<file path="config.mk">
export PLATFORM = sky130hd
export DESIGN_NAME = regfile_sb
export DESIGN_NICKNAME = d
export VERILOG_FILES = /design/src/rtl/regfile_sb.sv
export SDC_FILE = /design/constraint.sdc
export NUM_CORES = 2
export LEC_CHECK = 0
export BUFFER_PORTS_ARGS = -buffer_cell sky130_fd_sc_hd__buf_2
export CORE_AREA = 8 8 428 430
export DETAILED_ROUTE_END_ITERATION = 16
export DIE_AREA = 0 0 436 438
export PLACE_DENSITY = 0.51
export SYNTH_ARGS = -nofsm -noshare
export SYNTH_HDL_FRONTEND = slang
export SYNTH_SLANG_ARGS = --single-unit
</file>
<file path="constraint.sdc">
create_clock -name clk -period 3.6 [get_ports clk]
set_input_delay 0.18 -clock clk [delete_from_list [all_inputs] [get_ports clk]]
set_output_delay 0.18 -clock clk [all_outputs]
set_load 0.01 [all_outputs]
</file>
<file path="src/rtl/regfile_sb.sv">
// Parametrised register file with a per-register busy scoreboard.
// Reads are combinational. An optional write-to-read bypass forwards the
// writeback value, and an optional hardwired zero register is supported.
// The scoreboard tracks pending writers so that decode can detect RAW hazards.
module regfile_sb #(
  parameter int DATA_W   = 32,
  parameter int ADDR_W   = 5,
  parameter int NUM_RD   = 2,
  parameter int ZERO_REG = 1,
  parameter int BYPASS   = 1
) (
  input  logic                       clk,
  input  logic                       rst_n,
  input  logic [NUM_RD*ADDR_W-1:0]   ra,
  output logic [NUM_RD*DATA_W-1:0]   rd,
  output logic [NUM_RD-1:0]          rd_busy,
  input  logic                       we,
  input  logic [ADDR_W-1:0]          wa,
  input  logic [DATA_W-1:0]          wd,
  input  logic                       iss_valid,
  input  logic [ADDR_W-1:0]          iss_wa,
  input  logic                       flush
);

  localparam int DEPTH = 1 << ADDR_W;

  logic [DATA_W-1:0] r_mem [DEPTH];
  logic [DEPTH-1:0]  r_busy;
  logic [DEPTH-1:0]  w_busy_nxt;
  logic              w_wa_zero;
  logic              w_wr_ok;

  // Writes aimed at the hardwired zero register are discarded.
  assign w_wa_zero = (ZERO_REG != 0) && (wa == '0);
  assign w_wr_ok   = we && !w_wa_zero;

  // Register storage: cleared asynchronously, written on the writeback edge.
  always_ff @(posedge clk or negedge rst_n) begin
    if (!rst_n) begin
      for (int i = 0; i < DEPTH; i++) r_mem[i] <= '0;
    end else if (w_wr_ok) begin
      r_mem[wa] <= wd;
    end
  end

  // Scoreboard next state: flush wins, then issue (newer producer), then writeback clear.
  always_comb begin
    w_busy_nxt = r_busy;
    for (int r = 0; r < DEPTH; r++) begin
      if (flush)                                   w_busy_nxt[r] = 1'b0;
      else if (iss_valid && iss_wa == ADDR_W'(r))  w_busy_nxt[r] = 1'b1;
      else if (we && wa == ADDR_W'(r))             w_busy_nxt[r] = 1'b0;
    end
    if (ZERO_REG != 0) w_busy_nxt[0] = 1'b0;
  end

  // Scoreboard state register.
  always_ff @(posedge clk or negedge rst_n) begin
    if (!rst_n) r_busy <= '0;
    else        r_busy <= w_busy_nxt;
  end

  // Read ports: forwarding is suppressed in reset so every output reads zero.
  for (genvar k = 0; k < NUM_RD; k++) begin : g_rd
    logic [ADDR_W-1:0] w_ra;
    logic              w_hit;
    assign w_ra  = ra[k*ADDR_W +: ADDR_W];
    assign w_hit = (BYPASS != 0) && rst_n && we && (wa == w_ra) && !w_wa_zero;
    assign rd[k*DATA_W +: DATA_W] = w_hit ? wd : r_mem[w_ra];
    assign rd_busy[k]             = r_busy[w_ra] & ~w_hit;
  end

endmodule
</file>
==> run_summary.xml <==
<?xml version="1.0" encoding="UTF-8"?>
<metrics>
  <group name="critical_path">
    <metric name="r2r.worst_path.cells" unit="">3</metric>
    <metric name="worst-endpoint-arrival" unit="ns">3.33</metric>
    <metric name="path_class" unit="">flip-flop to primary output</metric>
    <metric name="worstPathRequired" unit="ns">3.42</metric>
    <metric name="endpoint_kind" unit="">primary output</metric>
    <metric name="path_max_fanout" unit="">3</metric>
    <metric name="critPathLaunchType" unit="">flip-flop</metric>
    <metric name="startpoint_of_the_worst_setup_timing_path" unit="">r_mem[607]</metric>
    <metric name="worst_r2r_startpoint" unit="">r_busy[15]</metric>
  </group>
  <group name="layout">
    <metric name="fillers" unit="">17200</metric>
    <metric name="layout-drive-gt1-share" unit="%">34.1</metric>
    <metric name="sequential_cell_area" unit="um^2">26400</metric>
    <metric name="postLayoutCoreUtil" unit="%">37.3</metric>
    <metric name="finalNetCount" unit="">4673</metric>
    <metric name="area_growth_syn_to_layout" unit="%">14.1</metric>
    <metric name="area_of_the_multi_input_gates" unit="um^2">29500</metric>
    <metric name="instances_no_fill" unit="">7072</metric>
  </group>
  <group name="floorplan">
    <metric name="core_region_area" unit="um^2">177000</metric>
    <metric name="die_height" unit="um">438</metric>
    <metric name="io_pins" unit="">123</metric>
    <metric name="design.die.area" unit="um^2">191000</metric>
    <metric name="initial_core_util" unit="%">32.7</metric>
    <metric name="rows" unit="">155</metric>
    <metric name="die_width" unit="um">436</metric>
  </group>
  <group name="synth">
    <metric name="synth.net_count" unit="">4714</metric>
    <metric name="synthArstFlopShare" unit="%">100</metric>
    <metric name="syn_area" unit="um^2">57800</metric>
    <metric name="synth.top_cells.by_area" unit="">sky130_fd_sc_hd__dfrtp_1 46%, sky130_fd_sc_hd__mux2_2 19%, sky130_fd_sc_hd__mux2i_1 18%</metric>
    <metric name="synth_top_area_share" unit="%">45.7</metric>
    <metric name="synth.avg_cell_area" unit="um^2">12.4</metric>
    <metric name="netlist_instances" unit="">4657</metric>
    <metric name="yosys_most_used_dff" unit="">sky130_fd_sc_hd__dfrtp_1</metric>
    <metric name="synth_edf_count" unit="">0</metric>
    <metric name="synth.yosys.seq_area_share" unit="%">45.7</metric>
    <metric name="synthesized_flop_and_latch_total" unit="">1055</metric>
    <metric name="synth_cell_type_count" unit="">37</metric>
    <metric name="synth_commonest_cells" unit="">1055 x sky130_fd_sc_hd__dfrtp_1, 1028 x sky130_fd_sc_hd__mux2i_1, 994 x sky130_fd_sc_hd__mux2_2</metric>
    <metric name="synth_top_area_cell" unit="">sky130_fd_sc_hd__dfrtp_1</metric>
    <metric name="synth.most_common_cell" unit="">sky130_fd_sc_hd__dfrtp_1</metric>
    <metric name="ys.warnings.count" unit="">0</metric>
  </group>
  <group name="drt">
    <metric name="detail-route-antenna-nets" unit="">0</metric>
    <metric name="route.vias.total" unit="">40500</metric>
    <metric name="wl_per_cell" unit="um">29.4</metric>
    <metric name="remaining_drc_errors" unit="">0</metric>
    <metric name="wirelength" unit="mm">208</metric>
    <metric name="dr.first_iter.drc_count" unit="">2841</metric>
    <metric name="first_pass_iters" unit="">6</metric>
    <metric name="vias_per_cell" unit="">5.72</metric>
  </group>
  <group name="timing">
    <metric name="slew_viol_final" unit="">0</metric>
    <metric name="skew" unit="ns">0</metric>
    <metric name="slew_headroom" unit="%">11.5</metric>
    <metric name="portion_of_the_clock_cycle_consumed_by_the_worst_path_in_the_final_layout" unit="%">97.5</metric>
    <metric name="peak_clock_frequency_supported_by_timing" unit="GHz">0.285</metric>
    <metric name="unrepaired_setup_endpoints_after_global_routing" unit="">no</metric>
    <metric name="setup-violations-final" unit="">0</metric>
    <metric name="worst_slew_pin_slew" unit="ns">1.31</metric>
    <metric name="final_worst_setup_slack" unit="ns">0.0883</metric>
    <metric name="finalHoldViolations" unit="">0</metric>
    <metric name="tns" unit="ns">0</metric>
    <metric name="min_period" unit="ns">3.51</metric>
  </group>
  <group name="cts">
    <metric name="clk_pin_slew" unit="ns">0.06</metric>
    <metric name="clockRootBuffer" unit="">sky130_fd_sc_hd__clkbuf_16</metric>
    <metric name="cts_tree" unit="">built</metric>
    <metric name="clock_insertion_delay_worst_skew" unit="ns">0.70</metric>
    <metric name="clock-sinks" unit="">1055</metric>
    <metric name="h-tree-depth" unit="">3</metric>
    <metric name="clock_path_buffers" unit="">3</metric>
    <metric name="cts_buffers" unit="">120</metric>
  </group>
  <group name="power">
    <metric name="power-per-cell-area" unit="nW/um^2">528</metric>
    <metric name="static-leakage-power" unit="nW">30.1</metric>
    <metric name="peakVddDrop" unit="mV">0.416</metric>
  </group>
  <group name="global_routing">
    <metric name="gr-max-usage-layer" unit="">met2</metric>
    <metric name="grt_max_degree" unit="">178</metric>
    <metric name="grt_antenna_before_repair" unit="">7</metric>
    <metric name="met1_track_demand_over_resource" unit="%">27.2</metric>
    <metric name="grt_overflow" unit="">0</metric>
    <metric name="first_global_vias" unit="">42000</metric>
    <metric name="grt_util_met2" unit="%">35.8</metric>
    <metric name="first_pass_grt_wire_length" unit="mm">304</metric>
    <metric name="grt_util_met3" unit="%">2.40</metric>
    <metric name="grtUsageTotal" unit="%">21.0</metric>
  </group>
  <group name="placement">
    <metric name="estimated_wirelength_of_the_detail_placed_design" unit="mm">117</metric>
    <metric name="gp_routability_congestion" unit="">0.816</metric>
    <metric name="place.detailed.instances" unit="">6829</metric>
    <metric name="place.port_buffers" unit="">122</metric>
    <metric name="dpl_worst_slack" unit="ns">0.212</metric>
  </group>
  <group name="min_path">
    <metric name="hp-class" unit="">primary input to flip-flop</metric>
    <metric name="hold_start" unit="">wd[5]</metric>
    <metric name="hold_depth" unit="">2</metric>
  </group>
  <group name="job">
    <metric name="cap_violations" unit="">0</metric>
  </group>
  <group name="run_status">
    <metric name="outcome" unit="">complete, no violations</metric>
  </group>
</metrics>
==> logic make-up (layout without fill, tap and decap cells) <==
group	after synthesis	after routing	synth area share, %
AO/OA/AOI/OAI	817	817	10.8
XOR/XNOR	10	10	0.151
buffers and inverters	516	574	3.88
flip-flops	1055	1055	45.7
multiplexers	2038	2038	37.8
other	0	2	0
AND/OR/NAND/NOR	221	221	1.72
==> area by class of cell <==
class	instances	area share, %
Antenna cell	2	0.00758
Clock buffer	188	5.42
Clock inverter	33	0.466
Multi-Input combinational cell	3086	44.7
Sequential cell	1055	40.0
Tap cell	2355	4.46
Timing Repair Buffer	353	4.96
==> cells in the final DEF, fill, tap and decap left out, drive strengths merged, types with 16 or more instances in the layout <==
master,n
nor2b,16
a22oi,268
nand3,19
clkinv,20
clkbuf,188
nand2,103
buf,333
nor2,43
a22o,125
nand2b,16
a21oi,148
o21ai,20
dfrtp,1055
dlygate4sd3,20
mux2i,1028
o41ai,62
o22ai,63
a221oi,124
mux2,994
mux4,16
==> repair_timing <==
item                      CTS  global route
gates resized for setup     0             0
hold endpoints to repair  265             0
hold buffers               20             0
buffers inserted            0             0
==> metal layers <==
metal / share of wire, % / vias to the layer above / wire, um
li1: - / 17500 / -
met2: 49 / 1076 / 102000
met1: 43 / 21500 / 89600
met3: 3.8 / 375 / 7800
met5: 0 / - / 0
met4: 4.2 / 0 / 8820
==> worst max-delay path, stage by stage (launching register included) <==
cell                       delay [ns]
sky130_fd_sc_hd__dfrtp_1         0.38
sky130_fd_sc_hd__mux2i_1         0.09
sky130_fd_sc_hd__a22o_1          0.24
sky130_fd_sc_hd__a221oi_1        0.27
sky130_fd_sc_hd__o22ai_1         0.12
sky130_fd_sc_hd__o41ai_1         1.17
sky130_fd_sc_hd__buf_2           0.31
==> stage by stage <==
stage / instance area, um^2 / power [W] / hold slack (ns)
floorplan: 57800 / 0.0205 / -0.116
global placement: 61900 / 0.0226 / 0.0135
detailed placement: 61900 / 0.0228 / 0.0140
CTS: 66000 / 0.0352 / 0.0274
global route: 66000 / 0.0365 / 0.0854
finish: 66000 / 0.0348 / 0.0853
==> worst paths after layout <==
| kind | slack [ns] | endpoint |
|---|---|---|
| setup / recovery | 0.09 | rd[31] |
| setup reg to reg | 2.33 | r_busy[15] |
| hold / removal | 0.09 | r_mem[229] |
| min in group asynchronous | 0.15 | r_busy[3] |
| max in group asynchronous | 1.82 | r_mem[171] |
| hold reg to reg | 0.40 | r_mem[1007] |
==> flip-flops by register name (all words and copies together), names as in the netlist <==
signal and flops:
r_busy 31, r_mem 1024
==> where the power goes <==
group	internal [W]	switching [W]	total, W
clock network	0.00701	0.00520	0.0122
logic	0.00361	0.00330	0.00691
registers	0.0141	0.00165	0.0157
No activity file was read; power rests on OpenSTA's default activity.
